$ cat config.mk
export PLATFORM = sky130hd
export DESIGN_NAME = alu_req_driver_flat
export DESIGN_NICKNAME = d
export VERILOG_FILES = /design/src/rtl/alu_req_driver_if.sv /design/src/rtl/alu_req_driver.sv /design/src/flat_wrapper.sv
export SDC_FILE = /design/constraint.sdc
export NUM_CORES = 1
export LEC_CHECK = 0
export ABC_CLOCK_PERIOD_IN_PS = 1300
export BUFFER_PORTS_ARGS = -buffer_cell sky130_fd_sc_hd__buf_2
export CORE_MARGIN = 4
export CORE_UTILIZATION = 42
export CTS_CLUSTER_SIZE = 12
export DETAILED_ROUTE_END_ITERATION = 10
export PLACE_DENSITY = 0.76
export SYNTH_ARGS = -nofsm -noshare
export SYNTH_HDL_FRONTEND = slang
export SYNTH_SLANG_ARGS = --single-unit
$ cat constraint.sdc
create_clock -name clk -period 1.3 [get_ports clk]
set_input_delay 0.13 -clock clk [delete_from_list [all_inputs] [get_ports clk]]
set_output_delay 0.13 -clock clk [all_outputs]
set_load 0.005 [all_outputs]
$ cat src/rtl/alu_req_driver_if.sv
// Command, ALU-facing and response signals of alu_req_driver, bundled with master/slave views.
// ALU_DRV_CHAIN_EN adds cmd_chain for result chaining.
interface alu_req_driver_if;
    logic        cmd_valid;
    logic        cmd_ready;
    logic [3:0]  cmd_opcode;
    logic [7:0]  cmd_a;
    logic [7:0]  cmd_b;
    logic [4:0]  cmd_shamt;
    logic [3:0]  cmd_tag;
`ifdef ALU_DRV_CHAIN_EN
    logic        cmd_chain;
`endif
    logic [3:0]  alu_opcode;
    logic [7:0]  alu_input1;
    logic [7:0]  alu_input2;
    logic [4:0]  alu_shiftValue;
    logic [7:0]  alu_result;
    logic        alu_carryFlag;
    logic        alu_zeroFlag;
    logic        alu_overFlowFlag;
    logic        alu_signFlag;
    logic        rsp_valid;
    logic        rsp_ready;
    logic [7:0]  rsp_result;
    logic [3:0]  rsp_flags;
    logic        rsp_err;
    logic [3:0]  rsp_tag;
    logic [15:0] op_count;

    modport master (
`ifdef ALU_DRV_CHAIN_EN
        output cmd_chain,
`endif
        output cmd_valid, cmd_opcode, cmd_a, cmd_b, cmd_shamt, cmd_tag,
        input  cmd_ready,
        input  alu_opcode, alu_input1, alu_input2, alu_shiftValue,
        output alu_result, alu_carryFlag, alu_zeroFlag, alu_overFlowFlag, alu_signFlag,
        input  rsp_valid, rsp_result, rsp_flags, rsp_err, rsp_tag, op_count,
        output rsp_ready
    );

    modport slave (
`ifdef ALU_DRV_CHAIN_EN
        input  cmd_chain,
`endif
        input  cmd_valid, cmd_opcode, cmd_a, cmd_b, cmd_shamt, cmd_tag,
        output cmd_ready,
        output alu_opcode, alu_input1, alu_input2, alu_shiftValue,
        input  alu_result, alu_carryFlag, alu_zeroFlag, alu_overFlowFlag, alu_signFlag,
        output rsp_valid, rsp_result, rsp_flags, rsp_err, rsp_tag, op_count,
        input  rsp_ready
    );
endinterface

$ cat src/rtl/alu_req_driver.sv
// Issues one command at a time to an external ALU and returns its result with tag and flags.
// Define ALU_DRV_CHAIN_EN to let cmd_chain feed the previous legal result into alu_input1.
module alu_req_driver (
    input  logic               clk,
    input  logic               rst_n,
    alu_req_driver_if.slave    bus
);

    typedef enum logic [1:0] {IDLE, EXEC, RESP} state_t;

    state_t     state;
    state_t     state_next;
    logic       opcode_legal;
    logic [7:0] operand_a;

`ifdef ALU_DRV_CHAIN_EN
    logic [7:0] last_result;
`endif

    assign opcode_legal = (bus.cmd_opcode <= 4'd10);

    always_comb begin
        operand_a = bus.cmd_a;
`ifdef ALU_DRV_CHAIN_EN
        if (bus.cmd_chain) begin
            operand_a = last_result;
        end
`endif
    end

    always_ff @(posedge clk) begin
        if (!rst_n) begin
            state <= IDLE;
        end else begin
            state <= state_next;
        end
    end

    // Illegal opcodes bypass EXEC and answer directly with an error response.
    always_comb begin
        state_next = state;
        unique case (state)
            IDLE: if (bus.cmd_valid) state_next = opcode_legal ? EXEC : RESP;
            EXEC: state_next = RESP;
            RESP: if (bus.rsp_ready) state_next = IDLE;
            default: state_next = IDLE;
        endcase
    end

    always_comb begin
        bus.cmd_ready = (state == IDLE);
        bus.rsp_valid = (state == RESP);
    end

    always_ff @(posedge clk) begin
        if (!rst_n) begin
            bus.alu_opcode     <= '0;
            bus.alu_input1     <= '0;
            bus.alu_input2     <= '0;
            bus.alu_shiftValue <= '0;
            bus.rsp_result     <= '0;
            bus.rsp_flags      <= '0;
            bus.rsp_err        <= 1'b0;
            bus.rsp_tag        <= '0;
            bus.op_count       <= '0;
`ifdef ALU_DRV_CHAIN_EN
            last_result        <= '0;
`endif
        end else begin
            unique case (state)
                IDLE: begin
                    if (bus.cmd_valid) begin
                        bus.rsp_tag <= bus.cmd_tag;
                        if (opcode_legal) begin
                            bus.alu_opcode     <= bus.cmd_opcode;
                            bus.alu_input1     <= operand_a;
                            bus.alu_input2     <= bus.cmd_b;
                            bus.alu_shiftValue <= bus.cmd_shamt;
                        end else begin
                            bus.rsp_err    <= 1'b1;
                            bus.rsp_result <= '0;
                            bus.rsp_flags  <= '0;
                        end
                    end
                end
                EXEC: begin
                    bus.rsp_result <= bus.alu_result;
                    bus.rsp_flags  <= {bus.alu_carryFlag, bus.alu_zeroFlag,
                                       bus.alu_overFlowFlag, bus.alu_signFlag};
                    bus.rsp_err    <= 1'b0;
`ifdef ALU_DRV_CHAIN_EN
                    last_result    <= bus.alu_result;
`endif
                end
                RESP: begin
                    if (bus.rsp_ready) begin
                        bus.op_count <= bus.op_count + 16'd1;
                    end
                end
                default: ;
            endcase
        end
    end

endmodule

$ cat src/flat_wrapper.sv
// flat-port wrapper written by rule: the top's interface ports become plain ports
module alu_req_driver_flat 
  (clk, rst_n, bus_cmd_valid, bus_cmd_opcode, bus_cmd_a, bus_cmd_b, bus_cmd_shamt, bus_cmd_tag, bus_cmd_ready, bus_alu_opcode, bus_alu_input1, bus_alu_input2, bus_alu_shiftValue, bus_alu_result, bus_alu_carryFlag, bus_alu_zeroFlag, bus_alu_overFlowFlag, bus_alu_signFlag, bus_rsp_valid, bus_rsp_result, bus_rsp_flags, bus_rsp_err, bus_rsp_tag, bus_op_count, bus_rsp_ready);
  alu_req_driver_if bus_i ();
  input  logic clk;
  input  logic rst_n;
  input wire logic [$bits(bus_i.cmd_valid)-1:0] bus_cmd_valid;
  input wire logic [$bits(bus_i.cmd_opcode)-1:0] bus_cmd_opcode;
  input wire logic [$bits(bus_i.cmd_a)-1:0] bus_cmd_a;
  input wire logic [$bits(bus_i.cmd_b)-1:0] bus_cmd_b;
  input wire logic [$bits(bus_i.cmd_shamt)-1:0] bus_cmd_shamt;
  input wire logic [$bits(bus_i.cmd_tag)-1:0] bus_cmd_tag;
  output wire logic [$bits(bus_i.cmd_ready)-1:0] bus_cmd_ready;
  output wire logic [$bits(bus_i.alu_opcode)-1:0] bus_alu_opcode;
  output wire logic [$bits(bus_i.alu_input1)-1:0] bus_alu_input1;
  output wire logic [$bits(bus_i.alu_input2)-1:0] bus_alu_input2;
  output wire logic [$bits(bus_i.alu_shiftValue)-1:0] bus_alu_shiftValue;
  input wire logic [$bits(bus_i.alu_result)-1:0] bus_alu_result;
  input wire logic [$bits(bus_i.alu_carryFlag)-1:0] bus_alu_carryFlag;
  input wire logic [$bits(bus_i.alu_zeroFlag)-1:0] bus_alu_zeroFlag;
  input wire logic [$bits(bus_i.alu_overFlowFlag)-1:0] bus_alu_overFlowFlag;
  input wire logic [$bits(bus_i.alu_signFlag)-1:0] bus_alu_signFlag;
  output wire logic [$bits(bus_i.rsp_valid)-1:0] bus_rsp_valid;
  output wire logic [$bits(bus_i.rsp_result)-1:0] bus_rsp_result;
  output wire logic [$bits(bus_i.rsp_flags)-1:0] bus_rsp_flags;
  output wire logic [$bits(bus_i.rsp_err)-1:0] bus_rsp_err;
  output wire logic [$bits(bus_i.rsp_tag)-1:0] bus_rsp_tag;
  output wire logic [$bits(bus_i.op_count)-1:0] bus_op_count;
  input wire logic [$bits(bus_i.rsp_ready)-1:0] bus_rsp_ready;
  assign bus_i.cmd_valid = bus_cmd_valid;
  assign bus_i.cmd_opcode = bus_cmd_opcode;
  assign bus_i.cmd_a = bus_cmd_a;
  assign bus_i.cmd_b = bus_cmd_b;
  assign bus_i.cmd_shamt = bus_cmd_shamt;
  assign bus_i.cmd_tag = bus_cmd_tag;
  assign bus_cmd_ready = bus_i.cmd_ready;
  assign bus_alu_opcode = bus_i.alu_opcode;
  assign bus_alu_input1 = bus_i.alu_input1;
  assign bus_alu_input2 = bus_i.alu_input2;
  assign bus_alu_shiftValue = bus_i.alu_shiftValue;
  assign bus_i.alu_result = bus_alu_result;
  assign bus_i.alu_carryFlag = bus_alu_carryFlag;
  assign bus_i.alu_zeroFlag = bus_alu_zeroFlag;
  assign bus_i.alu_overFlowFlag = bus_alu_overFlowFlag;
  assign bus_i.alu_signFlag = bus_alu_signFlag;
  assign bus_rsp_valid = bus_i.rsp_valid;
  assign bus_rsp_result = bus_i.rsp_result;
  assign bus_rsp_flags = bus_i.rsp_flags;
  assign bus_rsp_err = bus_i.rsp_err;
  assign bus_rsp_tag = bus_i.rsp_tag;
  assign bus_op_count = bus_i.op_count;
  assign bus_i.rsp_ready = bus_rsp_ready;
  alu_req_driver u_core (.clk(clk), .rst_n(rst_n), .bus(bus_i));
endmodule
==> results of run 1 <==
## stage by stage
| stage | std cells | power (uW) | hold WS [ns] | setup TNS [ns] | cell area, um2 |
|---|---|---|---|---|---|
| after floorplan | 282 | 2250 | 0.265 | -2.47 | 2420 |
| after global placement | 469 | 2470 | 0.371 | -1.85 | 3180 |
| after detailed placement | 469 | 2480 | 0.379 | -2.82 | 3180 |
| after CTS | 491 | 4170 | 0.0148 | -2.34 | 3510 |
| after global routing | 494 | 4360 | 0.0148 | -6.47 | 3680 |
| final | 494 | 4190 | 0.0229 | -3.05 | 3680 |
## timing repair
action	in CTS	in global routing
endpoints found under the setup margin	38	45
cloned	1	1
pin swaps	15	11
gates resized for setup	25	37
buffers inserted	5	2
## sequential cells by signal, summed over array words and instances (netlist names)
| name | flops |
|---|---|
| u_core.bus.rsp_err | 1 |
| u_core.bus.alu_input1 | 8 |
| u_core.bus.op_count | 16 |
| u_core.bus.alu_shiftValue | 5 |
| u_core.bus.rsp_flags | 4 |
| u_core.bus.rsp_result | 8 |
| u_core.bus.alu_input2 | 8 |
| u_core.bus.rsp_tag | 4 |
| u_core.bus.alu_opcode | 4 |
| u_core.state | 2 |
## final timing paths
kind	endpoint	slack, ns	depth (start not counted)
setup / recovery	u_core.bus.op_count[11]	-0.14	4
hold / removal	u_core.bus.alu_input2[0]	0.02	3
setup reg to reg	u_core.bus.op_count[11]	-0.14	4
hold reg to reg	u_core.bus.rsp_tag[0]	0.45	2
## per-layer routing
| layer | routed length (um) | up-vias | global-route usage [%] |
|---|---|---|---|
| li1 | - | 1234 | - |
| met4 | 113 | 0 | 7.58 |
| met2 | 3920 | 67 | 34.5 |
| met1 | 2950 | 1143 | 23.4 |
| met5 | 0 | - | 0 |
| met3 | 387 | 13 | 5.25 |
## cell families after synthesis
group	share of synthesized area, %
AND/OR/NAND/NOR	23.8
adder cells (fa/ha/maj)	0.531
flip-flops	51.0
buffers and inverters	4.78
XOR/XNOR	2.98
AO/OA/AOI/OAI	17.0
## cell type report
| class | count | area [um2] | area share (%) |
|---|---|---|---|
| Clock buffer | 9 | 124 | 3.36 |
| Clock inverter | 7 | 75.1 | 2.04 |
| Inverter | 4 | 15.0 | 0.407 |
| Multi-Input combinational cell | 202 | 1280 | 34.8 |
| Sequential cell | 60 | 1230 | 33.3 |
| Tap cell | 70 | 87.6 | 2.38 |
| Timing Repair Buffer | 142 | 873 | 23.7 |
## power by group through the flow
stage / registers, uW / clock network [uW] / logic [uW]
6_report: 1960 / 1690 / 546
5_1_grt: 1970 / 1790 / 601
4_1_cts: 1960 / 1700 / 511
3_5_place_dp: 2000 / 0 / 476
3_3_place_gp: 2000 / 0 / 470
2_1_floorplan: 2010 / 0 / 243
## cell usage after synthesis (3+ instances only)
library cell / number
nor2_1: 14
nand2_1: 72
o21ai_0: 16
xor2_1: 4
or3_1: 4
inv_1: 3
a21oi_1: 47
or4_1: 4
o31ai_1: 4
dfxtp_1: 60
nand3_1: 7
nor3_1: 3
xnor2_1: 4
buf_2: 6
clkbuf_1: 8
## layout by cell type (no fill, tap or decap), types with 2 or more instances in the layout
| cell | netlist | final |
|---|---|---|
| nand2_1 | 72 | 70 |
| buf_6 | 2 | 6 |
| nor2_1 | 14 | 11 |
| a21oi_1 | 47 | 32 |
| dfxtp_1 | 60 | 50 |
| a21oi_2 | 0 | 15 |
| xor2_1 | 4 | 4 |
| buf_12 | 0 | 3 |
| o31ai_2 | 0 | 3 |
| and2_1 | 2 | 2 |
| o21ai_1 | 0 | 2 |
| a21o_2 | 0 | 2 |
| or3_1 | 4 | 2 |
| or3_4 | 0 | 2 |
| nand3_2 | 0 | 3 |
| nor2_4 | 0 | 2 |
| dfxtp_4 | 0 | 5 |
| buf_4 | 2 | 28 |
| clkinv_2 | 0 | 2 |
| o21ai_0 | 16 | 14 |
| buf_2 | 6 | 104 |
| nand3_1 | 7 | 2 |
| clkbuf_8 | 0 | 9 |
| xnor2_1 | 4 | 3 |
| or4_4 | 0 | 4 |
| dfxtp_2 | 0 | 5 |
| nor3_1 | 3 | 3 |
| inv_6 | 0 | 2 |
| nand3_4 | 0 | 2 |
| clkinv_4 | 0 | 2 |
| inv_1 | 3 | 2 |
## worst min-delay path, delay by kind of cell
| kind | cells | cell delay, ns |
|---|---|---|
| AO/OA/AOI/OAI | 1 | 0.05 |
| AND/OR/NAND/NOR | 1 | 0.04 |
| buffers and inverters | 1 | 0.10 |
==> impl_metrics.env, run 1 <==
export IMPL_dpl_hpwl_um=4730
export IMPL_peakVddDrop_mv=0.673
export IMPL_ys_warn_count=0
export IMPL_clock_power_share_pct=40.2
export IMPL_postSynthAreaPerCell_um2=8.35
export IMPL_antenna_found_initial=0
export IMPL_worstPathCellList="nand3b_4, or2_4, or4_4, a21oi_2"
export IMPL_dieArea_mm2=0.00687
export IMPL_grt_pass1_wl_um=11300
export IMPL_synthArstFlopShare_pct=0
export IMPL_hp_class="input port to register"
export IMPL_relSlewSlack_pct=80.1
export IMPL_synth_top_cell_by_area="dfxtp_1"
export IMPL_viasPerCell=4.97
export IMPL_ys_seq_elements=60
export IMPL_drtIter0Drc=131
export IMPL_violations="negative setup slack"
export IMPL_internal_power_uw=3070
export IMPL_utilization_pct=69.9
export IMPL_critPathMaxStageDelay_ns=0.42
export IMPL_drive_above_1_share_pct=51.9
export IMPL_io_pins=105
export IMPL_endpoint_kind="register"
export IMPL_core_area_mm2=0.00527
export IMPL_critPathMaxFanout=7
export IMPL_drc=0
export IMPL_status="complete, but fails checks"
export IMPL_fp_dieH_um=82.9
export IMPL_grt_pass1_vias=2366
export IMPL_synth_edff_count=0
export IMPL_max_clock_freq_ghz=0.696
export IMPL_yosysTopAreaCellShare_pct=51.0
export IMPL_tightest_slew_ns=0.299
export IMPL_cp_arrival_ns=1.71
export IMPL_clkSinkCount=60
export IMPL_slew_viol_final=0
export IMPL_path_clk_slew_ns=0.08
export IMPL_cts_buffers_inserted=9
export IMPL_cpMaxStageDelayCell="or4_4"
export IMPL_postCtsHoldBufs=0
export IMPL_start_kind="register"
export IMPL_start_util_pct=44.7
export IMPL_drtPass1Iterations=4
export IMPL_powerDensity_mw_per_mm2=1140
export IMPL_clk_root_buffer_cell="clkbuf_8"
export IMPL_worstPathRequired_ns=1.57
export IMPL_cp_num_buf_inv=0
export IMPL_netlist_area_mm2=0.00235
export IMPL_antennaDiodeCount=0
export IMPL_htreeDepth=3
export IMPL_finalHoldViolCount=0
export IMPL_grt_start_max_net_pins=46
export IMPL_grt_ovfl_total=0
export IMPL_synth_area_leaders="dfxtp_1 (51%), nand2_1 (11%), a21oi_1 (10%)"
export IMPL_vias=2457
export IMPL_skew_ns=0.00606
export IMPL_place_congestion=0.755
export IMPL_post_drt_wl_per_cell_um=14.9
export IMPL_port_buffers=104
export IMPL_setup_ws_ns=-0.136
export IMPL_p_leak_uw=0.00166
export IMPL_grt_total_usage_pct=19.9
export IMPL_pwr_share_seq_pct=46.7
export IMPL_cts_tree="done"
export IMPL_setup_viol_count_final=48
export IMPL_syn_nets=328
export IMPL_p_switching_uw=1120
export IMPL_dpl_worst_slack_ns=-0.144
export IMPL_p_comb_share_pct=13.0
export IMPL_synth_distinct_cells=36
export IMPL_switching_share_pct=26.8
export IMPL_routed_wl_um=7370
export IMPL_fillers=441
export IMPL_area_growth_syn_to_layout_pct=56.5
export IMPL_path_class="register to register"
export IMPL_rsz0062_at_grt="yes"
export IMPL_ys_flop_type="dfxtp_1"
export IMPL_antenna_left=0
export IMPL_critical_path_top_delay_family="simple AND/OR/NAND/NOR gates"
export IMPL_yosysSeqAreaShare_pct=51.0
export IMPL_fin_crit_sh_pct=110
export IMPL_syn_inst=282
export IMPL_startpoint="u_core.state[0]"
export IMPL_die_x_um=82.9
export IMPL_finalCriticalPeriod_ns=1.44
export IMPL_reg2reg_from="u_core.state[0]"
export IMPL_cap_viol_max_count=0
export IMPL_clockBufferDepth=2
export IMPL_clkLatencyLatePin_ns=0.34
export IMPL_hold_start="bus_cmd_b[0]"
export IMPL_rows=26
export IMPL_layout_nets=465
No activity file was read; power rests on OpenSTA's default activity.
==> run 2: changes to the inputs <==
--- a/config.mk
+++ b/config.mk
@@ -12,6 +12,7 @@
 export CTS_CLUSTER_SIZE = 12
 export DETAILED_ROUTE_END_ITERATION = 10
 export PLACE_DENSITY = 0.76
+export SETUP_SLACK_MARGIN = 0.3
 export SYNTH_ARGS = -nofsm -noshare
 export SYNTH_HDL_FRONTEND = slang
 export SYNTH_SLANG_ARGS = --single-unit
==> impl_metrics.env, run 2 (same netlist as run 1, synthesis figures left out) <==
export IMPL_clock_power_share_pct=37.3
export IMPL_cts_tree="done"
export IMPL_finalHoldViolCount=0
export IMPL_postCtsHoldBufs=0
export IMPL_path_class="register to register"
export IMPL_hp_class="input port to register"
export IMPL_p_comb_share_pct=14.5
export IMPL_timing_hold_ws_ns=0.0428
export IMPL_peakVddDrop_mv=0.849
export IMPL_cap_viol_max_count=0
export IMPL_clkLatencyLatePin_ns=0.32
export IMPL_violations="negative setup slack"
export IMPL_die_x_um=82.9
export IMPL_utilization_pct=75.5
export IMPL_dpl_cell_count=471
export IMPL_top_register="u_core.bus.op_count"
export IMPL_dieArea_mm2=0.00687
export IMPL_finalCriticalPeriod_ns=1.41
export IMPL_post_drt_wl_per_cell_um=14.8
export IMPL_largest_register_ffs=16
export IMPL_grt_pass1_vias=2476
export IMPL_critPathMaxFanout=5
export IMPL_grt_total_usage_pct=20.2
export IMPL_endpoint_kind="register"
export IMPL_antenna_found_initial=0
export IMPL_area_growth_syn_to_layout_pct=69.0
export IMPL_drc=0
export IMPL_power_uw=4070
export IMPL_final_cell_mix="buf_2 (92), nand2_1 (63), dfxtp_1 (44)"
export IMPL_tightest_slew_ns=0.324
export IMPL_relSlewSlack_pct=78.4
export IMPL_start_kind="register"
export IMPL_switching_share_pct=25.1
export IMPL_internal_power_uw=3050
export IMPL_grt_ovfl_total=0
export IMPL_fp_dieH_um=82.9
export IMPL_drtPass1Iterations=5
export IMPL_core_area_mm2=0.00527
export IMPL_drive_above_1_share_pct=57.4
export IMPL_cp_arrival_ns=1.66
export IMPL_p_leak_uw=0.00178
export IMPL_skew_ns=0.00984
export IMPL_max_clock_freq_ghz=0.708
export IMPL_htreeDepth=3
export IMPL_rows=26
export IMPL_place_congestion=0.770
export IMPL_setup_ws_ns=-0.113
export IMPL_slew_viol_final=0
export IMPL_io_pins=105
export IMPL_p_switching_uw=1020
export IMPL_start_util_pct=44.7
export IMPL_layout_commonest_cell="buf_2"
export IMPL_layout_cells_non_filler=509
export IMPL_placed_cell_area_mm2=0.00320
export IMPL_worstPathRequired_ns=1.55
export IMPL_routed_wl_um=7510
export IMPL_port_buffers=104
export IMPL_antenna_left=0
export IMPL_cts_buffers_inserted=9
export IMPL_vias=2569
export IMPL_setup_viol_count_final=33
export IMPL_layout_nets=480
export IMPL_dpl_hpwl_um=4710
export IMPL_clkSinkCount=60
export IMPL_grt_pass1_wl_um=11600
export IMPL_viasPerCell=5.05
export IMPL_rsz0062_at_grt="yes"
export IMPL_final_area_mm2=0.00398
export IMPL_antennaDiodeCount=0
export IMPL_path_clk_slew_ns=0.07
export IMPL_clk_root_buffer_cell="clkbuf_8"
export IMPL_powerDensity_mw_per_mm2=1020
export IMPL_clockBufferDepth=2
export IMPL_drtIter0Drc=113
export IMPL_status="complete, but fails checks"
export IMPL_pwr_share_seq_pct=48.2
export IMPL_grt_start_max_net_pins=25
export IMPL_fin_crit_sh_pct=109
[run 2: changes by cell type in the layout (fill, tap and decap cells not counted), sizes merged]
cell | previous run | this run
buf | 142 | 156
bufinv | 1 | 0
clkbuf | 9 | 16
clkinv | 5 | 2
inv | 5 | 3
[run 2: final timing paths]
path	from	end	slack, ns	depth (start not counted)
setup reg to reg	u_core.bus.op_count[6]	u_core.bus.op_count[14]	-0.11	4
setup / recovery	u_core.bus.op_count[6]	u_core.bus.op_count[14]	-0.11	4
hold reg to reg	u_core.bus.alu_input1[4]	u_core.bus.alu_input1[4]	0.45	2
hold / removal	bus_cmd_tag[3]	u_core.bus.rsp_tag[3]	0.04	3
[run 2: worst max-delay path, cell delays in order, from the launching register on]
cell and delay (ns):
dfxtp_2 0.34, and4_4 0.27, nand4_4 0.11, or4_4 0.50
a21oi_2 0.13
[run 2: what timing repair did]
| action | 4_1_cts | 5_1_grt |
|---|---|---|
| endpoints found under the setup margin | 73 | 77 |
| pin swaps | 18 | 16 |
| endpoints found under the hold margin | 0 | 0 |
| gates resized for setup | 59 | 49 |
| gates cloned | 3 | 0 |
| setup buffers | 10 | 9 |
[run 2: layout make-up]
type / instances / area (um2)
clock buffers: 15 / 176
clock inverters: 1 / 5.00
fillers: 400 / 1290
inverters: 4 / 15.0
multi-input cells: 202 / 1330
flip-flops and latches: 60 / 1230
well taps: 70 / 87.6
repair buffers: 157 / 1130
[run 2: stage by stage]
stage	setup WS (ns)	setup TNS [ns]
finish	-0.113	-2.14
floorplan	-0.120	-2.54
detailed placement	-0.152	-2.89
global placement	-0.131	-1.87
global route	-0.171	-4.00
CTS	-0.0903	-1.89
[run 2: power groups by stage]
stage | combinational (uW) | clock (uW) | sequential [uW]
final | 587 | 1520 | 1960
after global routing | 642 | 1640 | 1970
after CTS | 547 | 1530 | 1960
after detailed placement | 476 | 0 | 2000
after global placement | 466 | 0 | 2000
after floorplan | 251 | 0 | 2010
[run 2: metal layers]
| layer | share of wire (%) | up-vias | track usage (%) |
|---|---|---|---|
| li1 | - | 1265 | - |
| met1 | 41 | 1202 | 24.3 |
| met2 | 51 | 89 | 33.4 |
| met3 | 7.2 | 13 | 6.44 |
| met4 | 1.7 | 0 | 8.02 |
| met5 | 0 | - | 0 |
==> run 3: changes to the inputs <==
--- a/config.mk
+++ b/config.mk
@@ -8,10 +8,10 @@
 export ABC_CLOCK_PERIOD_IN_PS = 1300
 export BUFFER_PORTS_ARGS = -buffer_cell sky130_fd_sc_hd__buf_2
 export CORE_MARGIN = 4
-export CORE_UTILIZATION = 42
+export CORE_UTILIZATION = 40
 export CTS_CLUSTER_SIZE = 12
 export DETAILED_ROUTE_END_ITERATION = 10
-export PLACE_DENSITY = 0.76
+export PLACE_DENSITY = 0.72
 export SETUP_SLACK_MARGIN = 0.3
 export SYNTH_ARGS = -nofsm -noshare
 export SYNTH_HDL_FRONTEND = slang
==> impl_metrics.env, run 3 (same netlist as run 1, synthesis figures left out) <==
export IMPL_critPathMaxFanout=4
export IMPL_violations="negative setup slack"
export IMPL_rows=27
export IMPL_final_setup_tns_ns=-4.02
export IMPL_drtPass1Iterations=4
export IMPL_r2r_cells=4
export IMPL_cap_viol_max_count=0
export IMPL_layout_nets=479
export IMPL_finalCriticalPeriod_ns=1.44
export IMPL_p_comb_share_pct=14.3
export IMPL_grt_ovfl_total=0
export IMPL_powerDensity_mw_per_mm2=1060
export IMPL_worstPathRequired_ns=1.57
export IMPL_path_class="register to register"
export IMPL_status="complete, but fails checks"
export IMPL_post_drt_wl_per_cell_um=14.3
export IMPL_start_util_pct=42.0
export IMPL_drc=0
export IMPL_hp_class="input port to register"
export IMPL_finalHoldViolCount=0
export IMPL_clkSinkCount=60
export IMPL_htreeDepth=3
export IMPL_routed_wl_um=7300
export IMPL_final_cell_mix="buf_2 (92), nand2_1 (61), dfxtp_1 (43)"
export IMPL_grt_pass1_vias=2423
export IMPL_drtIter0Drc=100
export IMPL_postCtsHoldBufs=0
export IMPL_p_switching_uw=1070
export IMPL_endpoint_kind="register"
export IMPL_grt_start_max_net_pins=44
export IMPL_relSlewSlack_pct=75.1
export IMPL_p_leak_uw=0.00181
export IMPL_vias=2551
export IMPL_fp_dieH_um=84.7
export IMPL_slew_viol_final=0
export IMPL_path_clk_slew_ns=0.07
export IMPL_cts_buffers_inserted=9
export IMPL_startpoint="u_core.bus.op_count[3]"
export IMPL_cts_tree="done"
export IMPL_switching_share_pct=25.1
export IMPL_rsz0062_at_grt="yes"
export IMPL_top_register="u_core.bus.op_count"
export IMPL_core_area_mm2=0.00561
export IMPL_io_pins=105
export IMPL_start_kind="register"
export IMPL_grt_pass1_wl_um=11300
export IMPL_internal_power_uw=3210
export IMPL_antenna_found_initial=0
export IMPL_min_path_cells=3
export IMPL_cp_arrival_ns=1.70
export IMPL_die_x_um=84.7
export IMPL_layout_commonest_cell="buf_2"
export IMPL_r2r_setup_slack_ns=-0.14
export IMPL_clockBufferDepth=2
export IMPL_clkLatencyLatePin_ns=0.33
export IMPL_reg2reg_from="u_core.bus.op_count[3]"
export IMPL_drive_above_1_share_pct=56.2
export IMPL_setup_ws_ns=-0.139
export IMPL_r2r_end="u_core.bus.op_count[15]"
export IMPL_crit_end="u_core.bus.op_count[15]"
export IMPL_pwr_share_seq_pct=45.7
export IMPL_port_buffers=104
export IMPL_tightest_slew_ns=0.373
export IMPL_area_growth_syn_to_layout_pct=72.1
export IMPL_placed_cell_area_mm2=0.00320
export IMPL_final_area_mm2=0.00405
export IMPL_fin_crit_sh_pct=111
export IMPL_max_clock_freq_ghz=0.695
export IMPL_timing_hold_ws_ns=0.0287
export IMPL_grt_total_usage_pct=19.3
export IMPL_antennaDiodeCount=0
export IMPL_place_congestion=0.746
export IMPL_antenna_left=0
export IMPL_skew_ns=0.00700
export IMPL_dpl_hpwl_um=4560
export IMPL_dieArea_mm2=0.00718
export IMPL_setup_viol_count_final=48
export IMPL_clock_power_share_pct=40.0
export IMPL_clk_root_buffer_cell="clkbuf_8"
export IMPL_peakVddDrop_mv=0.802
export IMPL_viasPerCell=5.00
export IMPL_largest_register_ffs=16
[run 3: area by class of cell]
cell class,count,area (um2)
clock buffer,12,155
clock inverter,4,47.5
fill,416,1560
inverter,4,17.5
multi-input combinational,202,1330
sequential,60,1240
tap,72,90.1
timing repair buffer,156,1180
[run 3: how the worst min path moves through the flow]
| stage | from | end |
|---|---|---|
| final | bus_cmd_b[0] | u_core.bus.alu_input2[0] |
| after global routing | bus_cmd_b[4] | u_core.bus.alu_input2[4] |
| after CTS | bus_alu_overFlowFlag | u_core.bus.rsp_flags[1] |
| after detailed placement | bus_alu_overFlowFlag | u_core.bus.rsp_flags[1] |
| after global placement | bus_alu_result[1] | u_core.bus.rsp_result[1] |
| after floorplan | bus_cmd_opcode[2] | u_core.bus.alu_opcode[2] |
[run 3: per-stage QoR]
step | power (uW) | utilization [%] | setup slack [ns] | instances
5_1_grt | 4450 | 72.3 | -0.186 | 510
6_report | 4280 | 72.3 | -0.139 | 510
2_1_floorplan | 2260 | - | -0.120 | 282
4_1_cts | 4260 | 67.9 | -0.0952 | 501
3_3_place_gp | 2470 | 57.1 | -0.112 | 471
3_5_place_dp | 2480 | 57.1 | -0.142 | 471
[run 3: worst max-delay path, cell delays in order, from the launching register on]
cell     delay (ns)
dfxtp_4        0.35
and4_4         0.27
nand4_4        0.12
or4_4          0.50
a21oi_2        0.13
[run 3: power by group through the flow]
| stage | Clock [uW] | Sequential [uW] | Combinational (uW) |
|---|---|---|---|
| CTS | 1720 | 1960 | 578 |
| finish | 1710 | 1960 | 614 |
| detailed placement | 0 | 2000 | 480 |
| global placement | 0 | 2000 | 474 |
| floorplan | 0 | 2010 | 251 |
| global route | 1820 | 1960 | 672 |
[run 3: per-layer routing]
metal	part of all wire, %	up-vias	global-route usage [%]
li1	-	1266	-
met1	40	1202	23.2
met2	52	73	32.8
met3	6.0	10	5.10
met4	1.6	0	7.34
met5	0	-	0
[run 3: repair_timing]
item / 4_1_cts / 5_1_grt
endpoints found under the hold margin: 0 / 0
pin swaps: 24 / 20
endpoints found under the setup margin: 74 / 77
resized for setup: 63 / 47
buffers inserted: 12 / 8
cloned: 2 / 1
